[config.mk]
export PLATFORM = sky130hd
export DESIGN_NAME = cache_mem_arbiter
export DESIGN_NICKNAME = d
export VERILOG_FILES = /design/src/rtl/cache_mem_arbiter.sv
export SDC_FILE = /design/constraint.sdc
export NUM_CORES = 1
export LEC_CHECK = 0
export BUFFER_PORTS_ARGS = -buffer_cell sky130_fd_sc_hd__buf_2
export CAP_MARGIN = 20
export CORE_AREA = 8 8 529 531
export CTS_CLUSTER_DIAMETER = 200
export DETAILED_ROUTE_END_ITERATION = 10
export DIE_AREA = 0 0 537 539
export PLACE_DENSITY = 0.33
export SLEW_MARGIN = 10
export SYNTH_ARGS = -nofsm -noshare
export SYNTH_HDL_FRONTEND = slang
export SYNTH_SLANG_ARGS = --single-unit
export TNS_END_PERCENT = 50
[constraint.sdc]
create_clock -name clk -period 27.2 [get_ports clk]
set_input_delay 2.72 -clock clk [delete_from_list [all_inputs] [get_ports clk]]
set_output_delay 2.72 -clock clk [all_outputs]
set_load 0.01 [all_outputs]
[src/rtl/cache_mem_arbiter.sv]
// Shares one line-burst memory port between icache refills and dcache write-backs/refills.
// Define ARB_ROUND_ROBIN_EN for two-way round-robin instead of dcache priority with a starvation guard.
module cache_mem_arbiter #(
  parameter int LINE_WORDS   = 8,
  parameter int STARVE_LIMIT = 16
) (
  input  logic                     clk,
  input  logic                     rst,
  input  logic                     ic_rd_req,
  input  logic [31:0]              ic_addr,
  output logic                     ic_gnt,
  output logic [32*LINE_WORDS-1:0] ic_rd_data,
  input  logic                     dc_rd_req,
  input  logic                     dc_wr_req,
  input  logic [31:0]              dc_addr,
  input  logic [32*LINE_WORDS-1:0] dc_wr_data,
  output logic                     dc_gnt,
  output logic [32*LINE_WORDS-1:0] dc_rd_data,
  output logic                     mem_req,
  output logic                     mem_we,
  output logic [31:0]              mem_addr,
  output logic [32*LINE_WORDS-1:0] mem_wr_data,
  input  logic                     mem_ready,
  input  logic                     mem_done,
  input  logic [32*LINE_WORDS-1:0] mem_rd_data,
  output logic                     busy
);
  localparam int          OFS_BITS  = $clog2(LINE_WORDS * 4);
  localparam logic [31:0] ADDR_MASK = ~((32'd1 << OFS_BITS) - 32'd1);

  typedef enum logic [1:0] {IDLE = 2'd0, ISSUE = 2'd1, WAIT = 2'd2, RESP = 2'd3} state_t;
  typedef enum logic {OWN_IC = 1'b0, OWN_DC = 1'b1} owner_t;

  state_t      state_r, state_next_s;
  owner_t      owner_r, win_s;
  logic        win_valid_s;
  logic        win_we_s;
  logic [31:0] win_addr_s;
  logic        dc_any_s;
  logic        take_s;

`ifdef ARB_ROUND_ROBIN_EN
  owner_t last_owner_r;
`else
  localparam int           CW         = $clog2(STARVE_LIMIT + 1);
  localparam logic [CW-1:0] STARVE_MAX = CW'(STARVE_LIMIT);
  logic [CW-1:0] starve_r;
`endif

  // Winner selection, evaluated every cycle but only acted on in IDLE
  always_comb begin
    win_valid_s = 1'b0;
    win_s       = OWN_IC;
    win_we_s    = 1'b0;
    dc_any_s    = dc_rd_req | dc_wr_req;
`ifdef ARB_ROUND_ROBIN_EN
    if (dc_any_s && (!ic_rd_req || (last_owner_r == OWN_IC))) begin
      win_valid_s = 1'b1;
      win_s       = OWN_DC;
      win_we_s    = dc_wr_req;
    end else if (ic_rd_req) begin
      win_valid_s = 1'b1;
      win_s       = OWN_IC;
    end else begin
      win_valid_s = 1'b0;
    end
`else
    if (ic_rd_req && (starve_r == STARVE_MAX)) begin
      win_valid_s = 1'b1;
      win_s       = OWN_IC;
    end else if (dc_any_s) begin
      win_valid_s = 1'b1;
      win_s       = OWN_DC;
      win_we_s    = dc_wr_req;
    end else if (ic_rd_req) begin
      win_valid_s = 1'b1;
      win_s       = OWN_IC;
    end else begin
      win_valid_s = 1'b0;
    end
`endif
    if (win_s == OWN_DC) begin
      win_addr_s = dc_addr;
    end else begin
      win_addr_s = ic_addr;
    end
    take_s = (state_r == IDLE) && win_valid_s;
  end

  // Next-state logic for the transaction sequencer
  always_comb begin
    state_next_s = state_r;
    case (state_r)
      IDLE:    if (win_valid_s) state_next_s = ISSUE; else state_next_s = IDLE;
      ISSUE:   if (mem_ready)   state_next_s = WAIT;  else state_next_s = ISSUE;
      WAIT:    if (mem_done)    state_next_s = RESP;  else state_next_s = WAIT;
      RESP:    state_next_s = IDLE;
      default: state_next_s = IDLE;
    endcase
  end

  // State register and control outputs, registered from the next state
  always_ff @(posedge clk or posedge rst) begin
    if (rst) begin
      state_r <= IDLE;
      mem_req <= 1'b0;
      busy    <= 1'b0;
      ic_gnt  <= 1'b0;
      dc_gnt  <= 1'b0;
    end else begin
      state_r <= state_next_s;
      mem_req <= (state_next_s == ISSUE);
      busy    <= (state_next_s != IDLE);
      ic_gnt  <= (state_next_s == RESP) && (owner_r == OWN_IC);
      dc_gnt  <= (state_next_s == RESP) && (owner_r == OWN_DC);
    end
  end

  // Latch the winning request; these registers drive the memory port directly
  always_ff @(posedge clk or posedge rst) begin
    if (rst) begin
      owner_r     <= OWN_IC;
      mem_we      <= 1'b0;
      mem_addr    <= 32'd0;
      mem_wr_data <= {(32*LINE_WORDS){1'b0}};
    end else if (take_s) begin
      owner_r  <= win_s;
      mem_we   <= win_we_s;
      mem_addr <= win_addr_s & ADDR_MASK;
      if (win_we_s) begin
        mem_wr_data <= dc_wr_data;
      end
    end
  end

  // Capture returned read lines for the owner; writes leave both lines untouched
  always_ff @(posedge clk or posedge rst) begin
    if (rst) begin
      ic_rd_data <= {(32*LINE_WORDS){1'b0}};
      dc_rd_data <= {(32*LINE_WORDS){1'b0}};
    end else if ((state_r == WAIT) && mem_done && !mem_we) begin
      if (owner_r == OWN_DC) begin
        dc_rd_data <= mem_rd_data;
      end else begin
        ic_rd_data <= mem_rd_data;
      end
    end
  end

`ifdef ARB_ROUND_ROBIN_EN
  // Remember the last owner so ties alternate between the caches
  always_ff @(posedge clk or posedge rst) begin
    if (rst) begin
      last_owner_r <= OWN_IC;
    end else if (take_s) begin
      last_owner_r <= win_s;
    end
  end
`else
  // Count dcache grants that bypassed a waiting icache; saturates at the limit
  always_ff @(posedge clk or posedge rst) begin
    if (rst) begin
      starve_r <= {CW{1'b0}};
    end else if (take_s) begin
      if (win_s == OWN_IC) begin
        starve_r <= {CW{1'b0}};
      end else if (ic_rd_req && (starve_r != STARVE_MAX)) begin
        starve_r <= starve_r + CW'(1);
      end
    end
  end
`endif

endmodule

==> impl_results.md, run 1 <==
- Total power: 5680 uW
- Num CTS Buffers: about 110
- Final WS setup: about 20000 ps
- Final wirelength: 173000 um
- Setup TNS: 0 ps
- Largest net degree at the start of global routing: 119
- Post-DP HPWL: between 100000 and 150000 um
- Layout Skew: about 67 ps
- CTS sink count: 808
- Worst Hold Class: register to register
- Gr usage total: around 11%
- Final Setup Violations: 0
- RSZ-0062 raised after global routing: false
- Vias in the first global route: 23800
- Pleak: 0.0211 uW
- Most frequent CP cell: buf_4
- Hold buffers post-CTS: 0
- Crit. End Element: register
- WL/cell: 24.9 um
- Syn Area/Cell: ~17 um2
- Area Growth Syn to Fin: 47.5%
- # DRC: 0
- Most frequent cells in the layout: buf_2 (1372), dfrtp_1 (808), mux2_2 (689), clkbuf_16 (109), mux2_1 (79)
- Main flop type after synthesis: dfrtp_1
- Final worst-path cycle share: 26.6%
- Internal power: 3580 uW
- Crit-path slowest cell: buf_4
- Synth Cell Area: 0.0307 mm2
- Final net count: 3846
- CP max FO: 57
- Sequential fraction of design power: 36.6%
- Initial DRC Count: 849
- Worst endpoint data arrival time: 7880 ps
- Gpl congestion: 0.807
- Relative slew slack: 34.8%
- Number of H-tree levels: 3
- Share of cells above drive strength 1: 67.7%
- CTS Root Cell: clkbuf_16
- Clock share of power: 25.2%
- Max Cap Viol: 0
- P_sw: between 2000 and 2500 uW
- Number of setup buffers added after CTS: 0
- Slew @ Worst Pin: 977 ps
- Status: complete, no violations
- Sw Share: 36.9%
- CP Cell Sequence: buf_2 -> nand3b_1 -> nor3_4 -> buf_4 -> buf_4 -> buf_4 -> buf_4 -> buf_4 -> buf_4 -> mux2_2
- Via/cell ratio: 3.24
- GRT overflow: 0
- Final instance count without filler cells: 6957
- Clk_lat worst skew: 830 ps
- CTS tree: yes
- # IOs: 1388
- Peak Freq: between 100 and 150 MHz
- Worst vdd ir: 0.0520 mV
- Yosys reg bits: 808
- Gate power share: between 30% and 40%
- Pwr dens: 125 mW/mm2
- Period minus WS final: 7240 ps
- Via count: 22500
- Asr flop ratio synth: 100%
- WP data required: 27840 ps
- Critical path launch point type: input pin
- Worst slack, placed: ~19000 ps
- Post-synth cell types: 31
- Die X-Extent: 537 um
- First-pass GRT wire length: 228000 um
- Row cnt: 192
- Placed cell count: 6739
- Number of port buffers: ~1400
- Setup CP Type: input pin to register
- Core area: 0.272 mm2
- Antenna-violating nets left: 0
- Initial antenna violation count: 180
- DIE AREA: slightly below 0.3 mm2
- Clock Pin Slew Worst Setup and Hold Paths: about 50 ps
- Ys Warns: 0
- Initial Utilization: 11.3%
- Commonest non-fill, non-tap cell in the layout: buf_2
- Resize count post-CTS: 0
- Post-Synthesis Cells: about 1900
- Max-slew violation count: 0
- CTS max path bufs: 4
- Vert. Die Dim: 539 um
- Final Hold Fails: 0
- Slowest stage delay, CP: 800 ps
- DRT Pass-1 Iters: 5
- Seq/Total Area, Yosys: roughly two thirds
- EDFF count, synth: 0
## per-layer routing
| layer | up-vias | global-route usage (%) | routed length, um |
|---|---|---|---|
| li1 | 9556 | - | - |
| met1 | 11200 | 11.4 | 59100 |
| met2 | 1184 | 21.3 | 89700 |
| met3 | 412 | 5.49 | 19000 |
| met4 | 152 | 2.44 | 4370 |
| met5 | - | 0 | 1000 |
## through the flow
| stage | hold slack (ps) | cell area [um2] | utilization (%) |
|---|---|---|---|
| 6_report | 479 | 45300 | 16.7 |
| 5_1_grt | 491 | 45200 | 16.6 |
| 4_1_cts | 482 | 45200 | 16.6 |
| 3_5_place_dp | 469 | 41700 | 15.3 |
| 3_3_place_gp | 463 | 41700 | 15.3 |
| 2_1_floorplan | 461 | 30700 | - |
## final timing paths
path,to,depth (start not counted),slack (ps),startpoint
min in group asynchronous,mem_wr_data[169]$_DFFE_PP0P_,2,1990,rst
setup reg to reg,ic_rd_data[187]$_DFFE_PP0P_,9,21400,state_r[0]$_DFF_PP0_
setup / recovery,ic_rd_data[187]$_DFFE_PP0P_,10,19960,mem_done
max in group asynchronous,dc_rd_data[93]$_DFFE_PP0P_,7,20780,rst
hold reg to reg,mem_wr_data[217]$_DFFE_PP0P_,1,480,mem_wr_data[217]$_DFFE_PP0P_
hold / removal,mem_wr_data[217]$_DFFE_PP0P_,1,480,mem_wr_data[217]$_DFFE_PP0P_
## logic make-up after synthesis
group	share of synthesized area, %
buffers and inverters	2.56
AO/OA/AOI/OAI	2.32
multiplexers	28.2
other	0.0122
AND/OR/NAND/NOR	0.999
flip-flops	65.9
adder cells (fa/ha/maj)	0.0815
## registers in the layout (all words and copies together), names as in the netlist
name and cells:
dc_gnt 1, dc_rd_data 256, busy 1, ic_rd_data 256
starve_r 5, ic_gnt 1, state_r 2, mem_req 1
mem_wr_data 256, mem_we 1, owner_r 1, mem_addr 27
## cells in the mapped netlist, types with 3 or more instances
master | n | area [um2]
buf_1 | 3 | 11.3
buf_2 | 15 | 75.1
buf_4 | 70 | 526
buf_6 | 4 | 45.0
clkbuf_1 | 27 | 101
dfrtp_1 | 808 | 20200
inv_1 | 7 | 26.3
mux2_1 | 79 | 890
mux2_2 | 689 | 7760
nand2_1 | 6 | 22.5
nand2b_1 | 4 | 25.0
nand3_1 | 31 | 155
nor2_1 | 4 | 15.0
o2111ai_1 | 54 | 473
o21ai_0 | 37 | 185
## power by group through the flow
| stage | Clock (uW) | Combinational (uW) | Sequential [uW] |
|---|---|---|---|
| finish | 1430 | 2170 | 2080 |
| global route | 1550 | 2330 | 2160 |
| CTS | 1510 | 2270 | 2090 |
| detailed placement | 0 | 2270 | 2100 |
| global placement | 0 | 2260 | 2090 |
| floorplan | 0 | 757 | 2350 |
## critical path: cells and delay by family
| family | cells | cell delay, ps |
|---|---|---|
| simple gates | 2 | 440 |
| mux | 1 | 410 |
| buf+inv | 7 | 4050 |
## cell type report
cell class,instances,area [um2]
fill,30300,227000
sequential,808,20200
multi-input combinational,929,9770
timing repair buffer,1408,7190
tap,3589,4490
clock buffer,166,3150
clock inverter,24,365
antenna,26,65.1
inverter,7,33.8
Power figures use the tool's default switching activity.
==> run 2: changes to the inputs <==
Settings changed: ABC_AREA set to 1, CORE_AREA 8 8 529 531 to 8 8 531 533, DIE_AREA 0 0 537 539 to 0 0 539 541.
Clock period 27.2 ns to 6.9 ns, I/O delays scaled along.
==> run 2 against run 1 <==
Compared with the run above: sequential share of layout area shrank 0.28 points; synthesized cell count grew 77%; area after synthesis grew 0.58%; final cell count increased by 20%; first-iteration DRC count rose by 90%; worst hold slack worse by 360 ps; non-clock buffer count grew 8; sequential cell count unchanged; clock power increased to 4.1 times the previous value; setup slack got worse by 16000 ps; clock skew fell by 20 ps; utilization about the same.
==> impl_results.md, run 2 <==
- Antenna-violating nets left: 0 (unchanged)
- Crit. End Element: register
- Most frequent cell after synthesis: nand2_1
- Seq/Total Area, Yosys: 65.5% (-0.38 points)
- Fill count: 31200 (+3.0%)
- Worst endpoint data arrival time: 4060 ps (-3820 ps)
- WL/cell: 22.1 um (-11%)
- Num CTS Buffers: 110 (+2.8%)
- CP Cell Sequence: inv_1 -> ha_1 -> nand2_1 -> inv_1 -> nand3_1 -> buf_4 -> nand3_4 -> buf_12 -> o21ai_0
- Area contributors post-synth: dfrtp_1 (65%), o21ai_0 (12%), nand2_1 (11%)
- Gr usage total: 12.1% (+0.72 points)
- Ys Warns: 0 (unchanged)
- Row cnt: 192 (unchanged)
- Max Cap Viol: 0 (unchanged)
- Hold Worst Slack: 121 ps (-358 ps)
- Final worst-path cycle share: 48.9%
- Top cell type's share of synthesized area: 65.5% (-0.38 points)
- CTS tree: yes
- Pwr dens: 482 mW/mm2 (+280%)
- Share of cells above drive strength 1: 33.4% (-34 points)
- Commonest non-fill, non-tap cell in the layout: buf_2
- Initial antenna violation count: 139 (-23%)
- Period minus WS final: 3370 ps
- Mux share of post-synthesis cell area: 0% (-28 points)
- Vert. Die Dim: 541 um (+0.37%)
- Area Growth Syn to Fin: 47.6% (about the same)
- GRT overflow: 0 (unchanged)
- Core area: 0.273 mm2 (+0.35%)
- EDFF count, synth: 0 (unchanged)
- Yosys reg bits: 808 (unchanged)
- Relative slew slack: 15.0% (-20 points)
- Status: complete, no violations
- Top cells by count, synth: nand2_1 (865), dfrtp_1 (808), o21ai_0 (724)
- CP max FO: 243 (+330%)
- Synth Cell Area: 0.0309 mm2 (+0.58%)
- Worst Hold Class: input pin to register
- First-pass GRT wire length: 250000 um (+9.6%)
- Die X-Extent: 539 um (+0.37%)
- Peak Freq: 297 MHz
- # IOs: 1388 (unchanged)
- Final net count: 5227 (+36%)
- Clock Pin Slew Worst Setup and Hold Paths: 60 ps (about the same)
- Via count: 27600 (+22%)
- Post-synthesis compound-gate area fraction: 12.5% (+10 points)
- Critical path launch point type: register
- WP buf/inv: 4 (-3)
- Resize count post-CTS: 0 (unchanged)
- Area of the multi-input gates: 0.00762 mm2 (-22%)
- Setup crit start: starve_r[0]$_DFFE_PP0P_
- Final Setup Violations: 0 (unchanged)
- CTS sink count: 808 (unchanged)
- Number of H-tree levels: 3 (unchanged)
- Number of setup buffers added after CTS: 0 (unchanged)
- Final instance count without filler cells: 8353 (+20%)
- Post-synth cell types: 21 (-32%)
- Worst min-delay path startpoint: dc_wr_data[25]
- DIE AREA: 0.292 mm2 (+0.74%)
- Adder-Cell Fraction of Synth Area: 0.0810% (-0.00047 points)
- Layout Skew: 46.9 ps (-19.6 ps)
- Most frequent cells in the layout: buf_2 (1372), nand2_1 (865), dfrtp_1 (808), o21ai_0 (724), inv_1 (580)
- Xor/xnor cell area share of the yosys netlist: 0.0567% (+0.057 points)
- Max-slew violation count: 0 (unchanged)
- Syn Area/Cell: 9.36 um2 (-43%)
- Gpl congestion: 0.876 (+8.4%)
- Slowest stage delay, CP: 660 ps (-140 ps)
- Clk_lat worst skew: 800 ps (-30 ps)
- Worst vdd ir: 0.203 mV (+290%)
- # DRC: 0 (unchanged)
- DRT Pass-1 Iters: 5 (unchanged)
- Post-DP HPWL: 152000 um (+6.4%)
- Initial Utilization: 11.3% (+0.025 points)
- Hold buffers post-CTS: 11 (+11)
- Post-Synthesis Cells: 3298 (+77%)
- Final wirelength: 185000 um (+6.8%)
- Slew @ Worst Pin: 1280 ps (+298 ps)
- Worst r2r src: starve_r[0]$_DFFE_PP0P_
- CTS Root Cell: clkbuf_16
- CP delay by family, top: buffers and inverters
- Initial DRC Count: 1616 (+90%)
- Main combinational cell family by area after synthesis: compound AO/OA/AOI/OAI gates
- Final Hold Fails: 0 (unchanged)
- Number of port buffers: 1372 (unchanged)
- Simple-Gate Fraction of Synth Area: 11.8% (+11 points)
- WP data required: 7580 ps (-20260 ps)
- Pleak: 0.0247 uW (+17%)
- CTS max path bufs: 4 (unchanged)
- Top Registers: dc_rd_data x256, ic_rd_data x256, mem_wr_data x256
- Most frequent CP cell: inv_1
- Setup CP Type: register to register
- Largest net degree at the start of global routing: 244 (+110%)
- Crit-path slowest cell: nand3_4
- Area leader, netlist: dfrtp_1
- RSZ-0062 raised after global routing: false
- Vias in the first global route: 28200 (+18%)
- Asr flop ratio synth: 100% (unchanged)
- Area taken by flip-flops and latches: 0.0202 mm2 (unchanged)
- Main flop type after synthesis: dfrtp_1
- Placed cell count: 8108 (+20%)
- Via/cell ratio: 3.30 (+1.9%)
[run 2: cell types whose count changed in the layout (fill, tap and decap cells not counted), moves of 54 or more]
cell       previous run  this run
nand2_1               6       865
mux2_2              689         0
o21ai_0              37       724
inv_1                 6       580
mux2_1               79         0
o2111ai_1            54         0
[run 2: final timing paths]
kind | end | slack (ps) | cells after the start
setup reg to reg | mem_wr_data[111]$_DFFE_PP0P_ | 3530 | 9
hold reg to reg | dc_rd_data[5]$_DFFE_PP0P_ | 480 | 2
max in group asynchronous | dc_rd_data[169]$_DFFE_PP0P_ | 5000 | 4
min in group asynchronous | mem_wr_data[4]$_DFFE_PP0P_ | 130 | 2
setup / recovery | mem_wr_data[111]$_DFFE_PP0P_ | 3530 | 9
hold / removal | mem_wr_data[25]$_DFFE_PP0P_ | 120 | 3
[run 2: kinds of logic after synthesis]
family	Yosys count
AND/OR/NAND/NOR	943
flip-flops	808
AO/OA/AOI/OAI	773
buffers and inverters	769
XOR/XNOR	2
adder cells (fa/ha/maj)	2
other	1
[run 2: worst reg2reg max path, stage by stage (launching register included)]
cell and delay, ps:
dfrtp_1 400, inv_1 80, ha_1 200, nand2_1 70, inv_1 40, nand3_1 70
buf_4 340, nand3_4 660, buf_12 470, o21ai_0 930
[run 2: metal layers]
layer | up-vias | part of all wire (%) | global-route usage, %
met4 | 90 | 1.9 | 2.27
met3 | 281 | 10 | 5.64
met2 | 1214 | 51 | 22.3
met1 | 13000 | 36 | 12.7
met5 | - | 0.32 | 0
li1 | 12900 | - | -
[run 2: cell type report]
type / count / area share [%]
Timing Repair Buffer: 1416 / 16.0
Antenna cell: 37 / 0.203
Clock inverter: 28 / 0.826
Tap cell: 3589 / 9.85
Clock buffer: 169 / 7.19
Multi-Input combinational cell: 1725 / 16.7
Inverter: 581 / 4.79
Sequential cell: 808 / 44.4
[run 2: power breakdown]
part	switching (uW)	total (uW)	internal [uW]	leakage, uW
sequential	1210	8210	7000	0.0102
clock	2300	5820	3510	0.00179
combinational	5280	7930	2650	0.0127
[run 2: through the flow]
step / setup TNS (ps) / utilization, % / power [uW] / instance area (um2) / setup slack, ps
2_1_floorplan: -3945170 / - / 11600 / 30900 / -4880
5_1_grt: 0 / 16.7 / 23600 / 45500 / 3320
3_5_place_dp: 0 / 15.3 / 16600 / 41700 / 3700
6_report: 0 / 16.7 / 22000 / 45600 / 3530
3_3_place_gp: 0 / 15.3 / 16600 / 41700 / 3710
4_1_cts: 0 / 16.7 / 22700 / 45500 / 3820
==> run 3: changes to the inputs <==
Clock period 6.9 ns to 3.2 ns, I/O delays scaled along.
==> run 3 against run 2 <==
Compared with the run above: utilization rose by 2.2 points; final cell count is 7.3% higher; power increased by 120%; clock-buffer cell count is 6 lower; routed wire length increased by 1.7%; worst hold slack improved by 48 ps; clock skew is 0.53 ps lower; fmax rose by 36%; largest cell class unchanged.
==> impl_results.md, run 3 (synthesis results as in run 2) <==
- Initial antenna violation count: 95 (-32%)
- CP max FO: 23 (-91%)
- Row cnt: 192 (unchanged)
- Gpl congestion: 0.858 (-2.0%)
- Commonest non-fill, non-tap cell in the layout: buf_2
- Crit. End Element: register
- Clock share of power: 26.3% (-0.2 points)
- Critical path launch point type: register
- Vias in the first global route: 31000 (+10%)
- Relative slew slack: 53.8% (+39 points)
- Sequential fraction of design power: 36.4% (-1.0 points)
- Antenna-violating nets left: 0 (unchanged)
- Final worst-path cycle share: 77.8% (+29 points)
- Sw Share: 39.9% (-0.17 points)
- Initial Utilization: 11.3% (unchanged)
- Post-DP HPWL: 155000 um (+1.5%)
- Final net count: 5815 (+11%)
- Fin util: 18.9% (+2.2 points)
- # IOs: 1388 (unchanged)
- Number of H-tree levels: 3 (unchanged)
- Period minus WS final: 2490 ps (-884 ps)
- WL/cell: 21.0 um (-5.2%)
- Placed cell count: 8137 (+0.36%)
- Final Hold Fails: 0 (unchanged)
- Hold Worst Slack: 169 ps (+47.9 ps)
- Layout Skew: 46.4 ps (-0.529 ps)
- P_sw: 19400 uW (+120%)
- # DRC: 0 (unchanged)
- Via/cell ratio: 3.31 (+0.24%)
- CTS sink count: 808 (unchanged)
- Pwr dens: 943 mW/mm2 (+96%)
- Number of port buffers: 1372 (unchanged)
- Peak Freq: 402 MHz (+36%)
- Clk_lat worst skew: 790 ps (about the same)
- Final wirelength: 188000 um (+1.7%)
- Worst endpoint data arrival time: 3170 ps (-890 ps)
- Most frequent cells in the layout: buf_2 (1372), nand2_1 (865), dfrtp_1 (808), o21ai_0 (724), inv_1 (580)
- CTS max path bufs: 4 (unchanged)
- Pleak: 0.0272 uW (+10%)
- RSZ-0062 raised after global routing: false
- Total power: 48700 uW (+120%)
- Die X-Extent: 539 um (unchanged)
- Status: complete, no violations
- Gate power share: 37.2% (+1.1 points)
- Via count: 29600 (+7.5%)
- WP data required: 3880 ps (-3700 ps)
- First-pass GRT wire length: 259000 um (+3.7%)
- Resize count post-CTS: 0 (unchanged)
- CTS tree: yes
- Setup CP Type: register to register
- GRT overflow: 0 (unchanged)
- Core area: 0.273 mm2 (unchanged)
- CTS Root Cell: clkbuf_16
- Max Cap Viol: 0 (unchanged)
- DRT Pass-1 Iters: 5 (unchanged)
- Worst Hold Class: input pin to register
- Worst vdd ir: 0.392 mV (+93%)
- Share of cells above drive strength 1: 30.3% (-3.1 points)
- Final Setup Violations: 0 (unchanged)
- Area Growth Syn to Fin: 67.3%
- Max-slew violation count: 0 (unchanged)
- Top Registers: dc_rd_data x256, ic_rd_data x256, mem_wr_data x256
- Num CTS Buffers: 110 (unchanged)
- Gr usage total: 12.4% (+0.22 points)
- Slew @ Worst Pin: 693 ps (-583 ps)
- Clock Pin Slew Worst Setup and Hold Paths: 60 ps (about the same)
- Internal power: 29300 uW (+120%)
- DIE AREA: 0.292 mm2 (unchanged)
- Initial DRC Count: 1721 (+6.5%)
- Largest net degree at the start of global routing: 151 (-38%)
- Final instance count without filler cells: 8962 (+7.3%)
- Vert. Die Dim: 541 um (unchanged)
-- run 3: cell types whose count changed in the layout (fill, tap and decap cells not counted), moves of 2 or more --
cell | previous run | this run
inv_6 | 2 | 4
clkbuf_8 | 28 | 24
diode_2 | 37 | 56
clkinv_2 | 11 | 13
dlygate4sd3_1 | 11 | 570
buf_12 | 7 | 19
clkinv_8 | 2 | 0
bufinv_16 | 7 | 12
buf_4 | 26 | 43
-- run 3: metal layers --
layer | GRT usage [%] | wire length [um]
met4 | 2.76 | 4400
met3 | 4.35 | 15500
met2 | 22.7 | 95800
met1 | 13.7 | 72000
met5 | 0 | 273
-- run 3: final timing paths --
kind                                     startpoint  cells past startpoint  slack, ps                     endpoint
max                         starve_r[0]$_DFFE_PP0P_                     11        710     mem_addr[30]$_DFFE_PP0P_
min                                       dc_rd_req                      6        170         state_r[0]$_DFF_PP0_
max reg2reg                 starve_r[0]$_DFFE_PP0P_                     11        710     mem_addr[30]$_DFFE_PP0P_
min reg2reg                mem_addr[30]$_DFFE_PP0P_                      2        470     mem_addr[30]$_DFFE_PP0P_
max in group asynchronous                       rst                      5       1770  mem_wr_data[93]$_DFFE_PP0P_
min in group asynchronous                       rst                      4        640  ic_rd_data[157]$_DFFE_PP0P_
-- run 3: per-stage QoR --
step	instance area (um2)	setup TNS, ps	worst slack (ps)
5_1_grt	51600	0	512
3_5_place_dp	42100	0	956
2_1_floorplan	30900	-6635810	-8210
6_report	51700	0	711
3_3_place_gp	42100	0	989
4_1_cts	51500	0	670
-- run 3: power by group through the flow --
stage          Combinational (uW)  Sequential (uW)  Clock, uW
3_5_place_dp                18300            17900          0
5_1_grt                     20100            18400      13800
3_3_place_gp                18200            17800          0
4_1_cts                     19100            17800      13400
2_1_floorplan                4970            20000          0
6_report                    18200            17800      12800
-- run 3: area by class of cell --
cell class	instances	area (um2)
clock buffer	163	3190
tap	3589	4490
inverter	581	2180
fill	30700	221000
clock inverter	36	539
multi-input combinational	1725	7620
antenna	56	140
timing repair buffer	2004	13300
sequential	808	20200
-- run 3: what timing repair did --
item                                    4_1_cts  5_1_grt
endpoints found under the hold margin       813        0
endpoints found under the setup margin        0        0
hold buffers                                570        0
buffers inserted                              0        0
-- run 3: worst max-delay path: stages, from the launching register on --
cell,delay (ps)
dfrtp_1,410
inv_1,100
ha_1,140
nand2_1,50
inv_1,50
nand3_1,150
nand2_1,370
buf_12,220
nand2_1,70
nand3_1,120
dlygate4sd3_1,610
nand2_1,60
